[src/rtl/pe_seq_ctrl_pkg.sv]
// ---------------------------------------------------------------------------
// pe_seq_ctrl_pkg
//   Shared types and constants for the PE_core sequencer slice.
//   - state_t      : sequencer FSM states
//   - CYCLE_NUM_W  : width of the accumulation step index (K up to 512)
//   - DEF_*        : default latencies and address widths
//   - cnt_w()      : width of a counter that must hold 0..n-1
// ---------------------------------------------------------------------------
package pe_seq_ctrl_pkg;

  typedef enum logic [2:0] {
    ST_IDLE  = 3'd0,
    ST_FETCH = 3'd1,
    ST_DRAIN = 3'd2,
    ST_WB    = 3'd3,
    ST_DONE  = 3'd4
  } state_t;

  localparam int unsigned CYCLE_NUM_W      = 9;
  localparam int unsigned DEF_SRAM_RD_LAT  = 1;
  localparam int unsigned DEF_PE_LAT       = 1;
  localparam int unsigned DEF_W_ADDR_WIDTH = 13;
  localparam int unsigned DEF_V_ADDR_WIDTH = 9;
  localparam int unsigned DEF_O_ADDR_WIDTH = 4;

  // Bits needed for a counter running 0..n-1 (never less than one bit).
  function automatic int unsigned cnt_w(input int unsigned n);
    return (n < 2) ? 1 : $clog2(n);
  endfunction

endpackage

[src/rtl/pe_seq_ctrl_if.sv]
// ---------------------------------------------------------------------------
// pe_seq_ctrl_if
//   Bundles the sequencer's command, SRAM read, PE control and result
//   handshake signals.
//   master : the sequencer (drives SRAM reads, PE controls, status, out_valid)
//   slave  : the surroundings (cmd regs, SRAMs, PE_core, output writer)
//   Command : start, cfg_k_m1, cfg_tiles_m1 -> busy, done
//   SRAM    : w_ren/w_raddr, v_ren/v_raddr
//   PE_core : alu_start, cycle_num
//   Result  : out_valid, out_addr <-> out_ready
// ---------------------------------------------------------------------------
interface pe_seq_ctrl_if
  import pe_seq_ctrl_pkg::*;
#(
  parameter int unsigned W_ADDR_WIDTH = DEF_W_ADDR_WIDTH,
  parameter int unsigned V_ADDR_WIDTH = DEF_V_ADDR_WIDTH,
  parameter int unsigned O_ADDR_WIDTH = DEF_O_ADDR_WIDTH
);

  logic                    start;
  logic [CYCLE_NUM_W-1:0]  cfg_k_m1;
  logic [O_ADDR_WIDTH-1:0] cfg_tiles_m1;
  logic                    busy;
  logic                    done;
  logic                    w_ren;
  logic [W_ADDR_WIDTH-1:0] w_raddr;
  logic                    v_ren;
  logic [V_ADDR_WIDTH-1:0] v_raddr;
  logic                    alu_start;
  logic [CYCLE_NUM_W-1:0]  cycle_num;
  logic                    out_valid;
  logic                    out_ready;
  logic [O_ADDR_WIDTH-1:0] out_addr;

  modport master (
    input  start, cfg_k_m1, cfg_tiles_m1, out_ready,
    output busy, done, w_ren, w_raddr, v_ren, v_raddr,
           alu_start, cycle_num, out_valid, out_addr
  );

  modport slave (
    output start, cfg_k_m1, cfg_tiles_m1, out_ready,
    input  busy, done, w_ren, w_raddr, v_ren, v_raddr,
           alu_start, cycle_num, out_valid, out_addr
  );

endinterface

[src/rtl/pe_seq_ctrl_delay.sv]
// ---------------------------------------------------------------------------
// pe_seq_ctrl_delay
//   Fixed-depth shift register that lines the read-issue strobe and step
//   index up with the cycle the SRAM data actually appears.
//   clk, srst : clock, synchronous active-high clear of every stage
//   din       : {ren, k} at issue time
//   dout      : {alu_start, cycle_num}, din delayed by DEPTH cycles
// ---------------------------------------------------------------------------
module pe_seq_ctrl_delay #(
  parameter int unsigned DEPTH = 1,
  parameter int unsigned W     = 10
) (
  input  logic         clk,
  input  logic         srst,
  input  logic [W-1:0] din,
  output logic [W-1:0] dout
);

  logic [W-1:0] pipe_p [DEPTH];

  always_ff @(posedge clk) begin
    if (srst) begin
      for (int i = 0; i < int'(DEPTH); i++) pipe_p[i] <= '0;
    end else begin
      // stage 0 captures the issue-time beat; later stages shift it along
      pipe_p[0] <= din;
      for (int i = 1; i < int'(DEPTH); i++) pipe_p[i] <= pipe_p[i-1];
    end
  end

  assign dout = pipe_p[DEPTH-1];

endmodule

[src/rtl/pe_seq_ctrl.sv]
// ---------------------------------------------------------------------------
// pe_seq_ctrl
//   Sequencer for the PE_core matrix-vector datapath. For each row tile it
//   issues K weight/vector read pairs, re-times the PE controls to the SRAM
//   read latency, waits for the PE to drain and then offers the tile result
//   to the output writer with a valid/ready handshake.
//   clk  : clock
//   srst : synchronous active-high reset, aborts any run in progress
//   bus  : pe_seq_ctrl_if.master (command, SRAM reads, PE controls, result)
// ---------------------------------------------------------------------------
module pe_seq_ctrl
  import pe_seq_ctrl_pkg::*;
#(
  parameter int unsigned ARRAY_SIZE    = 16,
  parameter int unsigned K_ACCUM_DEPTH = 512,
  parameter int unsigned W_ADDR_WIDTH  = DEF_W_ADDR_WIDTH,
  parameter int unsigned V_ADDR_WIDTH  = DEF_V_ADDR_WIDTH,
  parameter int unsigned O_ADDR_WIDTH  = DEF_O_ADDR_WIDTH,
  parameter int unsigned SRAM_RD_LAT   = DEF_SRAM_RD_LAT,
  parameter int unsigned PE_LAT        = DEF_PE_LAT
) (
  input  logic          clk,
  input  logic          srst,
  pe_seq_ctrl_if.master bus
);

  // DRAIN lasts long enough for the last beat to cross the SRAM and the PE.
  localparam int unsigned DRAIN_CYC = SRAM_RD_LAT + PE_LAT;
  localparam int unsigned DRAIN_W   = cnt_w(DRAIN_CYC);
  localparam logic [DRAIN_W-1:0] DRAIN_LAST = DRAIN_W'(DRAIN_CYC - 1);
  localparam int unsigned DL_W      = 1 + CYCLE_NUM_W;

  if (K_ACCUM_DEPTH > (1 << CYCLE_NUM_W) || ARRAY_SIZE < 1 ||
      SRAM_RD_LAT < 1 || PE_LAT < 1) begin : g_param_err
    $error("pe_seq_ctrl: unsupported parameter set");
  end

  state_t                  state;
  logic [CYCLE_NUM_W-1:0]  k;
  logic [CYCLE_NUM_W-1:0]  k_last;
  logic [O_ADDR_WIDTH-1:0] tile;
  logic [O_ADDR_WIDTH-1:0] tiles_last;
  logic [W_ADDR_WIDTH-1:0] w_addr;
  logic [DRAIN_W-1:0]      drain_cnt;
  logic                    ren;
  logic                    busy_r;
  logic                    done_r;
  logic                    out_valid_r;
  logic [DL_W-1:0]         dl_in;
  logic [DL_W-1:0]         dl_out;

  always_ff @(posedge clk) begin
    if (srst) begin
      state       <= ST_IDLE;
      k           <= '0;
      k_last      <= '0;
      tile        <= '0;
      tiles_last  <= '0;
      w_addr      <= '0;
      drain_cnt   <= '0;
      ren         <= 1'b0;
      busy_r      <= 1'b0;
      done_r      <= 1'b0;
      out_valid_r <= 1'b0;
    end else begin
      case (state)
        ST_IDLE: begin
          if (bus.start) begin
            k_last     <= bus.cfg_k_m1;
            tiles_last <= bus.cfg_tiles_m1;
            tile       <= '0;
            k          <= '0;
            w_addr     <= '0;
            ren        <= 1'b1;
            busy_r     <= 1'b1;
            state      <= ST_FETCH;
          end
        end
        ST_FETCH: begin
          // The weight address simply runs on across tiles: tile*K + k
          // without a multiplier.
          w_addr <= w_addr + W_ADDR_WIDTH'(1);
          if (k == k_last) begin
            ren       <= 1'b0;
            drain_cnt <= '0;
            state     <= ST_DRAIN;
          end else begin
            k <= k + CYCLE_NUM_W'(1);
          end
        end
        ST_DRAIN: begin
          if (drain_cnt == DRAIN_LAST) begin
            out_valid_r <= 1'b1;
            state       <= ST_WB;
          end else begin
            drain_cnt <= drain_cnt + DRAIN_W'(1);
          end
        end
        ST_WB: begin
          if (bus.out_ready) begin
            out_valid_r <= 1'b0;
            if (tile == tiles_last) begin
              done_r <= 1'b1;
              state  <= ST_DONE;
            end else begin
              tile  <= tile + O_ADDR_WIDTH'(1);
              k     <= '0;
              ren   <= 1'b1;
              state <= ST_FETCH;
            end
          end
        end
        ST_DONE: begin
          done_r <= 1'b0;
          busy_r <= 1'b0;
          state  <= ST_IDLE;
        end
        default: state <= ST_IDLE;
      endcase
    end
  end

  assign dl_in = {ren, k};

  pe_seq_ctrl_delay #(
    .DEPTH (SRAM_RD_LAT),
    .W     (DL_W)
  ) u_delay (
    .clk  (clk),
    .srst (srst),
    .din  (dl_in),
    .dout (dl_out)
  );

  assign bus.busy      = busy_r;
  assign bus.done      = done_r;
  assign bus.w_ren     = ren;
  assign bus.v_ren     = ren;
  assign bus.w_raddr   = w_addr;
  assign bus.v_raddr   = V_ADDR_WIDTH'(k);
  assign bus.alu_start = dl_out[DL_W-1];
  assign bus.cycle_num = dl_out[CYCLE_NUM_W-1:0];
  assign bus.out_valid = out_valid_r;
  assign bus.out_addr  = tile;

endmodule

[src/flat_wrapper.sv]
// flat-port wrapper written by rule: the top's interface ports become plain ports
module pe_seq_ctrl_flat import pe_seq_ctrl_pkg::*;
#(
  parameter int unsigned ARRAY_SIZE    = 16,
  parameter int unsigned K_ACCUM_DEPTH = 512,
  parameter int unsigned W_ADDR_WIDTH  = DEF_W_ADDR_WIDTH,
  parameter int unsigned V_ADDR_WIDTH  = DEF_V_ADDR_WIDTH,
  parameter int unsigned O_ADDR_WIDTH  = DEF_O_ADDR_WIDTH,
  parameter int unsigned SRAM_RD_LAT   = DEF_SRAM_RD_LAT,
  parameter int unsigned PE_LAT        = DEF_PE_LAT
)
  (clk, srst, bus_start, bus_cfg_k_m1, bus_cfg_tiles_m1, bus_out_ready, bus_busy, bus_done, bus_w_ren, bus_w_raddr, bus_v_ren, bus_v_raddr, bus_alu_start, bus_cycle_num, bus_out_valid, bus_out_addr);
  pe_seq_ctrl_if #(.W_ADDR_WIDTH(W_ADDR_WIDTH), .V_ADDR_WIDTH(V_ADDR_WIDTH), .O_ADDR_WIDTH(O_ADDR_WIDTH)) bus_i ();
  input  logic clk;
  input  logic srst;
  input wire logic [$bits(bus_i.start)-1:0] bus_start;
  input wire logic [$bits(bus_i.cfg_k_m1)-1:0] bus_cfg_k_m1;
  input wire logic [$bits(bus_i.cfg_tiles_m1)-1:0] bus_cfg_tiles_m1;
  input wire logic [$bits(bus_i.out_ready)-1:0] bus_out_ready;
  output wire logic [$bits(bus_i.busy)-1:0] bus_busy;
  output wire logic [$bits(bus_i.done)-1:0] bus_done;
  output wire logic [$bits(bus_i.w_ren)-1:0] bus_w_ren;
  output wire logic [$bits(bus_i.w_raddr)-1:0] bus_w_raddr;
  output wire logic [$bits(bus_i.v_ren)-1:0] bus_v_ren;
  output wire logic [$bits(bus_i.v_raddr)-1:0] bus_v_raddr;
  output wire logic [$bits(bus_i.alu_start)-1:0] bus_alu_start;
  output wire logic [$bits(bus_i.cycle_num)-1:0] bus_cycle_num;
  output wire logic [$bits(bus_i.out_valid)-1:0] bus_out_valid;
  output wire logic [$bits(bus_i.out_addr)-1:0] bus_out_addr;
  assign bus_i.start = bus_start;
  assign bus_i.cfg_k_m1 = bus_cfg_k_m1;
  assign bus_i.cfg_tiles_m1 = bus_cfg_tiles_m1;
  assign bus_i.out_ready = bus_out_ready;
  assign bus_busy = bus_i.busy;
  assign bus_done = bus_i.done;
  assign bus_w_ren = bus_i.w_ren;
  assign bus_w_raddr = bus_i.w_raddr;
  assign bus_v_ren = bus_i.v_ren;
  assign bus_v_raddr = bus_i.v_raddr;
  assign bus_alu_start = bus_i.alu_start;
  assign bus_cycle_num = bus_i.cycle_num;
  assign bus_out_valid = bus_i.out_valid;
  assign bus_out_addr = bus_i.out_addr;
  pe_seq_ctrl #(.ARRAY_SIZE(ARRAY_SIZE), .K_ACCUM_DEPTH(K_ACCUM_DEPTH), .W_ADDR_WIDTH(W_ADDR_WIDTH), .V_ADDR_WIDTH(V_ADDR_WIDTH), .O_ADDR_WIDTH(O_ADDR_WIDTH), .SRAM_RD_LAT(SRAM_RD_LAT), .PE_LAT(PE_LAT)) u_core (.clk(clk), .srst(srst), .bus(bus_i));
endmodule
[config.mk]
export PLATFORM = sky130hd
export DESIGN_NAME = pe_seq_ctrl_flat
export DESIGN_NICKNAME = d
export VERILOG_FILES = /design/src/rtl/pe_seq_ctrl_pkg.sv /design/src/rtl/pe_seq_ctrl_if.sv /design/src/rtl/pe_seq_ctrl_delay.sv /design/src/rtl/pe_seq_ctrl.sv /design/src/flat_wrapper.sv
export SDC_FILE = /design/constraint.sdc
export NUM_CORES = 1
export LEC_CHECK = 0
export ABC_CLOCK_PERIOD_IN_PS = 3870
export CAP_MARGIN = 15
export CORE_MARGIN = 5
export CORE_UTILIZATION = 45
export DETAILED_ROUTE_END_ITERATION = 8
export HOLD_SLACK_MARGIN = 0.03
export PLACE_DENSITY = 0.73
export SLEW_MARGIN = 20
export SYNTH_ARGS = -nofsm -noshare
export SYNTH_HDL_FRONTEND = slang
export SYNTH_SLANG_ARGS = --single-unit
[constraint.sdc]
create_clock -name clk -period 3.87 [get_ports clk]
set_clock_uncertainty 0.15 [all_clocks]
set_input_delay 0.774 -clock clk [delete_from_list [all_inputs] [get_ports clk]]
set_output_delay 0.774 -clock clk [all_outputs]
set_load 0.005 [all_outputs]
==> results.sh <==
export IMPL_setup_tns_ns=0
export IMPL_hpwl_mm=4.23
export IMPL_synth_most_common_cell="dfxtp_1"
export IMPL_cp_cell_sequence="clkdlybuf4s50_1, and3b_1, nor3_1, o21ai_1, or3_1, a21oi_1"
export IMPL_first_pass_iters=4
export IMPL_grtUsageMet2_pct=26.6
export IMPL_die_x_um=85.4
export IMPL_hold_violations=0
export IMPL_setup_viol=0
export IMPL_crit_family="simple AND/OR/NAND/NOR gates"
export IMPL_tritoncts="done"
export IMPL_top_usage_layer="met2"
export IMPL_yosysTopAreaCellShare_pct=44.6
export IMPL_clock_fmax_ghz=0.425
export IMPL_met1_usage_pct=22.2
export IMPL_ant_nets=0
export IMPL_synthFlopType="dfxtp_1"
export IMPL_worstMarginPinSlew_ns=0.890
export IMPL_finalPower_mw=1.87
export IMPL_clk_latency_ns=0.32
export IMPL_grt_pass1_wl_mm=10.1
export IMPL_max_stage_delay_ns=0.51
export IMPL_cp_start_kind="input pin"
export IMPL_finalNonFillerCells=440
export IMPL_die_area_sq_um=7300
export IMPL_routedWlPerCell_um=13.6
export IMPL_hold_class="reg -> reg"
export IMPL_ir_drop_v=0.000281
export IMPL_rsz0062_at_grt="no"
export IMPL_drc=0
export IMPL_io_pins=58
export IMPL_yosys_warnings=0
export IMPL_syn_inst=306
export IMPL_postCtsSetupRepairBufs=0
export IMPL_drive_gt1_share_pct=7.88
export IMPL_syn_area_sq_um=2560
export IMPL_max_cap_violations=0
export IMPL_htree_levels=3
export IMPL_placed_area_sq_um=3180
export IMPL_synth_commonest_cells="57 x dfxtp_1, 45 x nand2_1, 31 x nor2_1, 24 x a21oi_1, 19 x nand3_1"
export IMPL_rows=27
export IMPL_core_sq_um=5510
export IMPL_ys_types=49
export IMPL_syn_nets=326
export IMPL_crit_path_max_fanout=8
export IMPL_postLayoutCellArea_sq_um=3370
export IMPL_fill_cells=506
export IMPL_routed_wl_mm=5.97
export IMPL_antenna_found_initial=0
export IMPL_drtIter0Drc=123
export IMPL_cts_made_buffers=9
export IMPL_fin_crit_ns=2.35
export IMPL_crit_type="in -> reg"
export IMPL_whs_ns=0.316
export IMPL_async_flop_share_pct=0
export IMPL_overflow=0
export IMPL_use_met3_pct=3.88
export IMPL_place_inst=424
export IMPL_track_usage_pct=17.0
export IMPL_slew_headroom_pct=40.4
export IMPL_area_growth_syn_to_layout_pct=31.6
export IMPL_post_cts_resized=0
export IMPL_synth_edf_count=0
export IMPL_seq_area_frac_synth_pct=44.6
export IMPL_routed_via_density=5.28
export IMPL_drv_slew=0
export IMPL_gp_congestion=0.806
export IMPL_p_per_area_nw_per_um2=555
export IMPL_clk_pin_slew_ns=0.06
export IMPL_yosys_top_cells_area="dfxtp_1 45%, nand2_1 6.6%, a21oi_1 4.7%, nor2_1 4.5%, nand3_1 3.7%"
export IMPL_initial_utilization_pct=46.5
export IMPL_worst_path_max_delay_cell="clkdlybuf4s50_1"
export IMPL_clock_sinks=57
export IMPL_grt_pass1_vias=2181
export IMPL_final_period_utilization_pct=60.8
export IMPL_critPathRequiredTime_ns=3.98
export IMPL_grt_max_degree=48
export IMPL_cts_hold_buf=0
export IMPL_port_buffers=57
export IMPL_clk_path_buf_depth=2
export IMPL_crit_arrival_ns=2.46
export IMPL_synth_seq_cells=57
export IMPL_yosys_area_top_type="dfxtp_1"
export IMPL_crit_buf_inv=1
export IMPL_root_buffer="clkbuf_8"
export IMPL_num_antenna_cells=0
export IMPL_vias=2321
export IMPL_syn_area_per_cell_sq_um=8.37
export IMPL_die_h_um=85.4
export IMPL_fin_nets=383
export IMPL_outcome="finished, final reports clean"
export IMPL_end_kind="register"
export IMPL_p_leak_nw=1.29
==> routing by layer <==
metal	wire length, um	vias up
met5	0	-
met1	2780	1072
li1	-	1185
met3	289	11
met4	110	0
met2	2790	53
==> per-stage QoR <==
step                utilization (%)  setup WS (ns)
floorplan                         -           1.89
global placement               57.7           1.25
detailed placement             57.7           1.19
CTS                            61.2           1.54
global route                   61.2           1.25
finish                         61.2           1.52
==> worst register-to-register path, cell delays in order (launching register included) <==
cell and delay (ns):
dfxtp_1 0.60, nand2b_1 0.18, nor2_1 0.71, nor2_1 0.26
o21ai_0 0.22, a21oi_1 0.08
==> worst paths after layout <==
check	start	endpoint	slack (ns)	cells after the start
max	bus_out_ready	u_core.bus.out_addr[3]	1.52	6
min	u_core.k_last[6]	u_core.k_last[6]	0.32	2
max reg2reg	u_core.state[0]	u_core.bus.w_raddr[9]	1.55	5
min reg2reg	u_core.k_last[6]	u_core.k_last[6]	0.32	2
==> power breakdown <==
group          internal [mW]  leakage, nW  switching, mW  total (mW)
sequential             0.659        0.463         0.0956       0.755
combinational          0.246        0.726          0.347       0.593
clock                  0.301        0.102          0.222       0.522
total                   1.21         1.29          0.664        1.87
==> area by class of cell <==
cell class	count	area [sq um]	area share, %
Multi-Input combinational cell	224	1320	39.0
Sequential cell	57	1140	33.9
Timing Repair Buffer	59	586	17.4
Clock buffer	14	183	5.42
Tap cell	72	90.1	2.67
Inverter	12	45.0	1.34
Clock inverter	2	10.0	0.297
==> cells in the final DEF (no fill, tap or decap), types with 3 or more instances in the layout <==
master / n
dfxtp_1: 57
nand3_1: 19
inv_1: 12
nor3_1: 7
o211ai_1: 5
nor2_1: 31
a211oi_1: 4
a31oi_1: 4
clkbuf_8: 13
xor2_1: 10
nand2b_1: 11
ha_1: 3
clkdlybuf4s50_1: 57
or3_1: 5
and3_1: 4
a21oi_1: 24
nand2_1: 45
o21ai_0: 9
xnor2_1: 4
nand3b_1: 3
nor2b_1: 4
==> cell families after synthesis <==
| logic type | synth area share [%] |
|---|---|
| flip-flops | 44.6 |
| multiplexers | 1.71 |
| AO/OA/AOI/OAI | 15.9 |
| adder cells (fa/ha/maj) | 1.47 |
| XOR/XNOR | 4.79 |
| buffers and inverters | 4.06 |
| AND/OR/NAND/NOR | 27.5 |
==> state kept, by name (all words and copies together), names as in the netlist, 3 cells and up <==
signal                 count
u_core.state               3
u_core.k_last              9
u_core.u_delay.pipe_p     10
u_core.tiles_last          4
u_core.bus.w_raddr        13
u_core.bus.v_raddr         9
u_core.bus.out_addr        4
(Power assumes the default switching activity.)
